[config.mk]
export PLATFORM = sky130hd
export DESIGN_NAME = proc_ras
export DESIGN_NICKNAME = d
export VERILOG_FILES = /design/src/rtl/proc_ras.sv
export SDC_FILE = /design/constraint.sdc
export NUM_CORES = 1
export LEC_CHECK = 0
export CORE_MARGIN = 10
export CORE_UTILIZATION = 35
export DETAILED_ROUTE_END_ITERATION = 6
export GPL_ROUTABILITY_DRIVEN = 0
export HOLD_SLACK_MARGIN = 0.08
export PLACE_DENSITY = 0.54
export SLEW_MARGIN = 25
export SYNTH_ARGS = -nofsm -noshare
export SYNTH_HDL_FRONTEND = slang
export SYNTH_SLANG_ARGS = --single-unit
[constraint.sdc]
create_clock -name clk -period 10.4 [get_ports clk]
set_input_delay 1.04 -clock clk [delete_from_list [all_inputs] [get_ports clk]]
set_output_delay 1.04 -clock clk [all_outputs]
set_load 0.02 [all_outputs]
[src/rtl/proc_ras.sv]
// Return-address stack predicting jr targets beside the fetch stage.
// Circular storage: pushing into a full stack overwrites the oldest entry.
module proc_ras #(
    parameter  int DEPTH = 8,
    parameter  int AW    = 32,
    localparam int CW    = $clog2(DEPTH + 1)
) (
    input  logic          clk,
    input  logic          rst,
    input  logic          flush,
    input  logic          push_val,
    input  logic [AW-1:0] push_addr,
    input  logic          pop_val,
    output logic          top_val,
    output logic [AW-1:0] top_addr,
    output logic [CW-1:0] count,
    output logic          overflow,
    output logic          underflow
);

    localparam int PW = $clog2(DEPTH);
    localparam logic [CW-1:0] FULL = CW'(DEPTH);

    logic [AW-1:0] entry_q [DEPTH];
    logic [AW-1:0] entry_d [DEPTH];
    logic [PW-1:0] tos_q, tos_d;
    logic [CW-1:0] count_q, count_d;
    logic          overflow_q, overflow_d;
    logic          underflow_q, underflow_d;
    logic          empty;

    assign empty = (count_q == '0);

    // Next-state: flush beats push&pop, which beats push, which beats pop.
    always_comb begin
        entry_d     = entry_q;
        tos_d       = tos_q;
        count_d     = count_q;
        overflow_d  = overflow_q;
        underflow_d = 1'b0;
        if (flush) begin
            tos_d      = '0;
            count_d    = '0;
            overflow_d = 1'b0;
        end else if (push_val && (!pop_val || empty)) begin
            // Plain push, or push&pop on an empty stack acting as a push.
            tos_d          = tos_q + PW'(1);
            entry_d[tos_d] = push_addr;
            if (count_q == FULL) begin
                overflow_d = 1'b1;
            end else begin
                count_d = count_q + CW'(1);
            end
            underflow_d = pop_val;
        end else if (push_val && pop_val) begin
            // Call returning into another call: replace top in place.
            entry_d[tos_q] = push_addr;
        end else if (pop_val) begin
            if (empty) begin
                underflow_d = 1'b1;
            end else begin
                tos_d   = tos_q - PW'(1);
                count_d = count_q - CW'(1);
            end
        end
    end

    // State register with asynchronous clear of every entry.
    always_ff @(posedge clk or posedge rst) begin
        if (rst) begin
            for (int i = 0; i < DEPTH; i++) begin
                entry_q[i] <= '0;
            end
            tos_q       <= '0;
            count_q     <= '0;
            overflow_q  <= 1'b0;
            underflow_q <= 1'b0;
        end else begin
            entry_q     <= entry_d;
            tos_q       <= tos_d;
            count_q     <= count_d;
            overflow_q  <= overflow_d;
            underflow_q <= underflow_d;
        end
    end

    // Outputs derive only from registered state.
    always_comb begin
        top_val   = !empty;
        top_addr  = empty ? '0 : entry_q[tos_q];
        count     = count_q;
        overflow  = overflow_q;
        underflow = underflow_q;
    end

endmodule

==> results.json <==
{
  "drtIter0Drc": 411,
  "post_cts_buffers": 0,
  "cp.arrival_ns": 4.03,
  "slew_headroom_pct": 31.2,
  "finalSetupTns_ns": 0,
  "slew_viol_final": 0,
  "clock_path_buffers": 3,
  "ys_async_sr_fraction_pct": 100,
  "dpl.hpwl_mm": 18.8,
  "yosys_register_bits": 265,
  "cts_hold_buffers": 0,
  "fin_hold_ws_ns": 0.483,
  "cts_resized": 0,
  "finalNetCount": 983,
  "path_cells": "buf_4 -> nor2b_2 -> a22o_1 -> a22oi_1 -> a21oi_1 -> clkdlybuf4s50_1",
  "regArea_sq_um": 6640,
  "pwr-share-seq_pct": 38.4,
  "fin_cells": 1417,
  "dp_cells": 1366,
  "synth_edf_count": 0,
  "synth-seq-area-share_pct": 53.5,
  "p_comb_share_pct": 38.9,
  "clock-sinks": 265,
  "die_w_um": 208,
  "multiInputGateArea_sq_um": 5490,
  "fin_crit_sh_pct": 48.8,
  "clock_latency_ns": 0.56,
  "clkPwrFrac_pct": 22.7,
  "internal-power_mw": 3.00,
  "power_density_nw_per_um2": 311,
  "cp-end-kind": "output port",
  "drive_gt1_share_pct": 37.6,
  "avgSynthCellArea_sq_um": 14.1,
  "fin_crit_ns": 5.07,
  "core_sq_um": 34800,
  "startpoint_type": "flop",
  "path_max_fanout": 47,
  "max_freq_mhz": 197,
  "crit_type": "reg2out",
  "synth_nets": 922,
  "final_common_cell": "dfrtp_1",
  "net-switching-power_mw": 1.54,
  "start_util_pct": 35.6,
  "drt.antenna.violating_nets": 0,
  "hold_viol": 0,
  "critPathRequiredTime_ns": 9.36,
  "gr-total-overflow": 0,
  "port_buffers": 75,
  "wirelength_mm": 32.0,
  "final_cell_mix": "dfrtp_1, mux2_2, clkdlybuf4s50_1",
  "drv_cap": 0,
  "area_delta_synth_final_pct": 17.4,
  "via_count": 7619,
  "diodes": 0,
  "outcome": "completed",
  "die_h_um": 208,
  "synth_warnings": 0,
  "drc": 0,
  "grt_pass1_wl_mm": 51.1,
  "die_area_sq_um": 43400,
  "num_rows": 68,
  "pin_count": 76,
  "ir_drop_mv": 0.173,
  "yosysTopAreaCellShare_pct": 53.5,
  "clkSlewWorstSetupHoldPaths_ns": 0.06,
  "htree_levels": 1,
  "grt_max_degree": 146,
  "synth_ff_type": "dfrtp_1",
  "syn_area_sq_um": 12400,
  "worst_pin_slew_ns": 1.03,
  "grt_pass1_vias": 8308,
  "cts_tree": "built",
  "setup_viol": 0,
  "cts_made_buffers": 29,
  "grt_usage_pct": 14.6,
  "first_pass_iters": 4,
  "cp_slowest_stage_delay_ns": 0.87,
  "synth.largest_area_cell": "dfrtp_1",
  "clockRootBuffer": "clkbuf_16",
  "hold_class": "reg2reg",
  "power_mw": 4.54,
  "nFillCells": 3206,
  "synth_cell_types": 52,
  "drt-wirelength-per-cell_um": 22.6,
  "antenna_found_initial": 2,
  "finClkSkew_ns": 0.00600,
  "crit_path_top_delay_cell": "nor2b_2",
  "synth_cells": 881,
  "switching_share_pct": 33.8,
  "via_per_inst": 5.38,
  "leakage_nw": 6.19,
  "grt_setup_unrepaired": "false",
  "ys_top_cells_by_area": "dfrtp_1, mux2_2, mux4_2"
}
## power groups by stage
stage / registers, mW / logic [mW] / clock network [mW]
floorplan: 1.65 / 1.26 / 0
global placement: 1.75 / 1.77 / 0
detailed placement: 1.76 / 1.80 / 0
CTS: 1.74 / 1.80 / 1.06
global route: 1.80 / 1.93 / 1.10
finish: 1.74 / 1.77 / 1.03
## final cells by class
type / count / area share (%)
Multi-Input combinational cell: 551 / 37.7
Clock inverter: 7 / 0.455
Inverter: 5 / 0.180
Sequential cell: 265 / 45.6
Tap cell: 455 / 3.91
Clock buffer: 44 / 6.13
Timing Repair Buffer: 90 / 6.01
## synth_stat cells (all sizes together) (2+ instances only)
master	instances
mux2	274
dfrtp	265
buf	45
nor2	33
nand2	32
a221oi	27
mux4	27
mux2i	23
a21oi	20
clkbuf	15
a22oi	14
o21a	9
a22o	8
nor2b	8
a31oi	6
nand2b	5
nand3	5
o22ai	5
a211oi	4
ha	4
inv	4
nor3b	4
o21ai	4
o2bb2ai	4
or2	4
xnor2	4
a221o	3
and2	3
o31a	3
o31ai	3
nand3b	2
nor3	2
o32ai	2
xor2	2
## worst paths after layout
| check | from | end | slack [ns] | cells after the start |
|---|---|---|---|---|
| min | entry_q[157]$_DFFE_PP0P_ | entry_q[157]$_DFFE_PP0P_ | 0.48 | 1 |
| max reg2reg | tos_q[0]$_DFFE_PP0P_ | entry_q[236]$_DFFE_PP0P_ | 5.73 | 8 |
| min reg2reg | entry_q[157]$_DFFE_PP0P_ | entry_q[157]$_DFFE_PP0P_ | 0.48 | 1 |
| min in group asynchronous | rst | entry_q[129]$_DFFE_PP0P_ | 1.03 | 2 |
| max | tos_q[0]$_DFFE_PP0P_ | top_addr[6] | 5.33 | 6 |
| max in group asynchronous | rst | tos_q[1]$_DFFE_PP0P_ | 8.04 | 3 |
## state kept, by name (all words and copies together) (netlist names)
| signal | count |
|---|---|
| entry_q | 256 |
| count | 4 |
| tos_q | 3 |
| overflow | 1 |
| underflow | 1 |
## worst max-delay path: cells and delay by family (launching register included)
family | cells | cell delay [ns]
AOI/OAI and AO/OA | 3 | 0.59
buffers and inverters | 2 | 1.36
DFF | 1 | 0.61
and+or+nand+nor | 1 | 0.87
## logic make-up (layout without fill, tap and decap cells)
logic type	count (synthesis)	count (layout)	synth area share [%]
muxes	324	324	31.6
xor gates and xnor gates	6	6	0.424
buffers and inverters	65	146	2.70
AOI/OAI and AO/OA	117	117	7.58
and+or+nand+nor	100	100	3.80
DFF	265	265	53.5
adders and majority gates	4	4	0.403
## stage by stage
step | worst slack, ns | instance area, sq um | utilization [%]
5_1_grt | 5.16 | 14600 | 41.9
3_3_place_gp | 5.76 | 13600 | 39.1
2_1_floorplan | 2.06 | 12400 | -
3_5_place_dp | 5.63 | 13600 | 39.1
6_report | 5.33 | 14600 | 41.9
4_1_cts | 5.21 | 14600 | 41.9
## routing by layer
| layer | wire length, um | part of all wire, % | GRT usage (%) |
|---|---|---|---|
| met1 | 15000 | 47 | 19.8 |
| met2 | 15300 | 48 | 23.8 |
| met3 | 1310 | 4.1 | 2.80 |
| met4 | 421 | 1.3 | 3.04 |
| met5 | 32 | 0.10 | 0 |
No activity file was read; power rests on OpenSTA's default activity.
